**config.mk**
```make
export PLATFORM = sky130hd
export DESIGN_NAME = mill_modif_demod
export DESIGN_NICKNAME = d
export VERILOG_FILES = /design/src/rtl/mill_modif_demod.sv
export SDC_FILE = /design/constraint.sdc
export NUM_CORES = 1
export LEC_CHECK = 0
export CAP_MARGIN = 20
export CORE_MARGIN = 8
export CORE_UTILIZATION = 42
export DETAILED_ROUTE_END_ITERATION = 6
export PLACE_DENSITY = 0.62
export SYNTH_ARGS = -nofsm -noshare
export SYNTH_HDL_FRONTEND = slang
export SYNTH_SLANG_ARGS = --single-unit
```
**constraint.sdc**
```tcl
create_clock -name clk -period 5.3 [get_ports clk]
set_clock_uncertainty 0.2 [all_clocks]
set_input_delay 1.06 -clock clk [delete_from_list [all_inputs] [get_ports clk]]
set_output_delay 1.06 -clock clk [all_outputs]
set_load 0.05 [all_outputs]
```
**src/rtl/mill_modif_demod.sv**
```systemverilog
// Modified Miller decoder for the ISO/IEC 14443 Type A reader-to-card link at 106 kbit/s.
// It turns pause starts on the RF envelope into an NRZ bit stream that is delayed by one ETU.
// That extra ETU lets the end-of-frame pattern be dropped before it reaches out_data.
// Configuration macro: PAUSE_INPUT_EN.
//   Defined:   the pause indicator comes from the `pause` input.
//   Undefined: the pause indicator is ~in_data.
module mill_modif_demod #(
    parameter int ETU_CLKS = 32,
    parameter int Z_LATE   = 4,
    parameter int Z_EARLY  = 28,
    parameter int X_LO     = 12,
    parameter int X_HI     = 20
) (
    input  logic clk,
    input  logic in_enable,
    input  logic in_data,
    output logic out_data,
    input  logic pause,
    input  logic rst_n
);
    localparam int CW = $clog2(ETU_CLKS);
    localparam logic [CW-1:0] CNT_LAST  = CW'(ETU_CLKS - 1);
    localparam logic [CW-1:0] CNT_ZLATE = CW'(Z_LATE);
    localparam logic [CW-1:0] CNT_ZERLY = CW'(Z_EARLY);
    localparam logic [CW-1:0] CNT_XLO   = CW'(X_LO);
    localparam logic [CW-1:0] CNT_XHI   = CW'(X_HI);

    typedef enum logic [1:0] {ST_IDLE, ST_SOF, ST_RX} state_t;
    // Pause pattern recorded for the ETU currently in progress.
    typedef enum logic [1:0] {SYM_Y, SYM_X, SYM_Z} sym_t;

    state_t        state;
    sym_t          rec;
    logic [CW-1:0] cnt;
    logic          p_r, p_d;
    logic          prev, pend, pend_vld;
    logic          p_src, start, win_z, win_early, win_x, viol, close, eof, cls_bit;

`ifdef PAUSE_INPUT_EN
    logic unused_in_data;
    assign unused_in_data = in_data;
    assign p_src = pause;
`else
    logic unused_pause;
    assign unused_pause = pause;
    assign p_src = ~in_data;
`endif

    assign start     = p_r & ~p_d;
    assign win_z     = (cnt <= CNT_ZLATE);
    assign win_early = (cnt >= CNT_ZERLY);
    assign win_x     = (cnt >= CNT_XLO) && (cnt <= CNT_XHI);
    // A start in the Z or X window is legal only if it is the first start of this ETU.
    // An early-Z start belongs to the next ETU, so it is always allowed.
    assign viol      = start && !win_early && !((win_z || win_x) && (rec == SYM_Y));
    assign close     = (cnt == CNT_LAST) || (start && win_early);
    assign eof       = (rec == SYM_Y) && !prev;
    assign cls_bit   = (rec == SYM_X);

    // Input flop, edge history, ETU counter, frame FSM and one-ETU output pipeline.
    always_ff @(posedge clk or negedge rst_n) begin
        if (!rst_n) begin
            state    <= ST_IDLE;
            rec      <= SYM_Y;
            cnt      <= '0;
            p_r      <= 1'b0;
            p_d      <= 1'b0;
            prev     <= 1'b0;
            pend     <= 1'b0;
            pend_vld <= 1'b0;
            out_data <= 1'b0;
        end else if (!in_enable) begin
            state    <= ST_IDLE;
            rec      <= SYM_Y;
            cnt      <= '0;
            p_r      <= 1'b0;
            p_d      <= 1'b0;
            prev     <= 1'b0;
            pend     <= 1'b0;
            pend_vld <= 1'b0;
            out_data <= 1'b0;
        end else begin
            p_r <= p_src;
            p_d <= p_r;
            if (state == ST_IDLE) begin
                cnt <= '0;
                if (start) begin
                    // SOF: the Z pause opens ETU 0 of the frame.
                    state <= ST_SOF;
                    cnt   <= CW'(1);
                    rec   <= SYM_Z;
                    prev  <= 1'b0;
                end
            end else if (viol) begin
                state    <= ST_IDLE;
                rec      <= SYM_Y;
                cnt      <= '0;
                prev     <= 1'b0;
                pend     <= 1'b0;
                pend_vld <= 1'b0;
                out_data <= 1'b0;
            end else begin
                cnt <= cnt + 1'b1;
                if (start && win_z) begin
                    cnt <= CW'(1);
                    rec <= SYM_Z;
                end
                if (start && win_x)
                    rec <= SYM_X;
                if (close) begin
                    rec <= start ? SYM_Z : SYM_Y;
                    if (start)
                        cnt <= CW'(1);
                    if (state == ST_SOF) begin
                        // The SOF ETU yields no bit.
                        state <= ST_RX;
                        prev  <= 1'b0;
                    end else if (eof) begin
                        // Y after a 0 ends the frame; the pending 0 belongs to the EOF pattern.
                        state    <= ST_IDLE;
                        rec      <= SYM_Y;
                        cnt      <= '0;
                        prev     <= 1'b0;
                        pend     <= 1'b0;
                        pend_vld <= 1'b0;
                        out_data <= 1'b0;
                    end else begin
                        out_data <= pend_vld & pend;
                        pend     <= cls_bit;
                        pend_vld <= 1'b1;
                        prev     <= cls_bit;
                    end
                end
            end
        end
    end

endmodule

```
==> qor.txt <==
Pins Over Slew Limit = 0
Reg-to-reg startpoint = cnt[0]
Final hold violation count = 0
Seq cells post-synth = 15
# rows = 17
Syn_area_per_cell = 9.43 um^2
TritonRoute pass-1 iters = 4
First-pass GRT wire length = 3.27 mm
Sinks on the clock net = 15
Crit path launch type = input pin
Root Driver = clkbuf_4
Post-route ant nets = 0
Clock Latency Late Sink = 280 ps
PortBufs = 4
Post-synth EDFFs = 0
Dpl ws = 2130 ps
Initial Utilization = 43.4%
Predominant post-synthesis flop cell = dfrtp_1
Via-to-Cell Ratio = 5.69
Die ar. = 0.00399 mm^2
MaxCap Viol Count = 0
Largest net degree at the start of global routing = 16
Top post-synthesis cells by area = dfrtp_1 (40%), nor2_1 (4.4%), a21o_1 (4.0%)
Relative slew slack = 53.7%
Wire length on met3 = 52 um
Sequential fraction of the synthesis area = 40.2%
Detailed placement HPWL = 1.37 mm
Critical path class = in -> reg
Layout cells sized above 1 = 6.73%
Synth top area share = 40.2%
Initial antenna violation count = 0
PwrDens = 232 mW/mm^2
CTS hold repair buffers = 0
Maximum clock frequency = 347 MHz
Met1 wire length = 878 um
Worst min-delay path startpoint = pend_vld
Fin crit period = 2880 ps
Mapped Area = 933 um^2
CTS clk-pin slew, worst paths = 80 ps
Die height = 63.1 um
Residual DRC count = 0
Area grow syn2layout = 8.71%
Max VDD drop = 0.000131 V
GRT overflow = 0
# setup viols final = 0
Largest area contributor in the netlist = dfrtp_1
Final Cycle Share = 54.3%
Nets = 113
Total track usage = 10.0%
Longest Clk Path Bufs = 2
Wire per inst = 14.1 um
GP Congestion = 0.858
Wirelength, routed = 1.87 mm
Initial DRC count = 22
Highest routed layer = met4
Leakage = 0.000469 uW
Worst Tran Pin Value = 692 ps
Status = complete, no violations
Worst Hold Class = reg -> reg
Die width = 63.1 um
Required time of the critical path = 5320 ps
Netlist cell types = 37
CP arrival = 2900 ps
Most frequent cells after synthesis = dfrtp_1 (15), nor2_1 (11), inv_1 (7), nand2_1 (7)
PnR worst setup slack = 2420 ps
Number of buffers created by CTS = 3
Post CTS Setup Buffer Count = 0
Crit. Startpoint = in_enable
Cells after Synth = 99
Async S/R FF share, synth = 100%
Post-route setup TNS = 0 ps
Via count = 751
Total power = 235 uW
TritonCTS clock tree = done
Count leader, synth = dfrtp_1
Crit path max fanout = 8
Setup crit end kind = flop
I/O pin count = 6
Yosys Warn Count = 0
CTS H-Tree Depth = 1
Core Box Area = 0.00215 mm^2
Syn_nets = 107
# diodes = 0
CTS-repair resized insts = 0
Vias in the first global route = 777
Unrepaired setup endpoints after global routing = false
Routed wl met2 = 883 um
==> routing by layer <==
| layer | track usage, % | vias to the layer above |
|---|---|---|
| li1 | - | 370 |
| met1 | 11.3 | 364 |
| met2 | 16.8 | 10 |
| met3 | 2.30 | 7 |
| met4 | 5.98 | 0 |
| met5 | 0 | - |
==> worst paths after layout <==
kind / endpoint / slack, ps / cells after the start
max: out_data / 2420 / 6
min: pend_vld / 280 / 1
max reg2reg: state[1] / 2930 / 8
min reg2reg: pend_vld / 280 / 1
max in group asynchronous: cnt[0] / 3470 / 1
min in group asynchronous: cnt[4] / 990 / 1
==> area by class of cell <==
| type | instances | area [um^2] |
|---|---|---|
| fill | 219 | 1130 |
| multi-input combinational | 74 | 512 |
| sequential | 15 | 375 |
| timing repair buffer | 4 | 40.0 |
| tap | 28 | 35.0 |
| clock buffer | 4 | 26.3 |
| inverter | 7 | 26.3 |
==> logic make-up (layout without fill, tap and decap cells) <==
family / Yosys count / in the layout / share of synthesized area, %
AND/OR/NAND/NOR: 40 / 40 / 22.9
AO/OA/AOI/OAI: 29 / 29 / 26.0
flip-flops: 15 / 15 / 40.2
XOR/XNOR: 2 / 2 / 1.88
buffers and inverters: 10 / 15 / 4.96
adder cells (fa/ha/maj): 3 / 3 / 4.02
==> report_power, final <==
part           total, uW  internal, uW  switching [uW]
Sequential           126           120            6.35
Combinational       44.6          17.8            26.8
Clock               64.7          29.2            35.5
Total                235           167            68.7
==> worst max-delay path: stages <==
cell             delay [ps]
clkdlybuf4s50_1         620
inv_1                   130
a2111oi_4               280
a32oi_2                 240
nor4b_2                 360
a32o_1                  200
==> state kept, by name, summed over array words and instances, names as in the netlist <==
register and flops:
cnt 5, rec 2, state 2, out_data 1, p_d 1, p_r 1
pend 1, pend_vld 1, prev 1
==> metrics by stage <==
step | utilization [%] | hold slack (ps) | cells | area [um^2]
final | 47.2 | 282 | 132 | 1010
after global placement | 46.0 | 260 | 128 | 988
after floorplan | - | 250 | 99 | 933
after CTS | 47.2 | 286 | 132 | 1010
after global routing | 47.2 | 317 | 132 | 1010
after detailed placement | 46.0 | 266 | 128 | 988
==> cells in the final DEF (no fill, tap or decap), drive strengths merged, types with 2 or more instances in the layout <==
cell type | synthesis | routed
a21o | 5 | 5
a22o | 2 | 2
a22oi | 2 | 2
a32o | 3 | 3
and3 | 2 | 2
clkbuf | 1 | 4
clkdlybuf4s50 | 0 | 4
dfrtp | 15 | 15
ha | 3 | 3
inv | 7 | 7
nand2 | 7 | 7
nand3 | 4 | 4
nor2 | 11 | 11
nor2b | 5 | 5
nor3 | 5 | 5
o21ai | 7 | 7
Power figures use the tool's default switching activity.
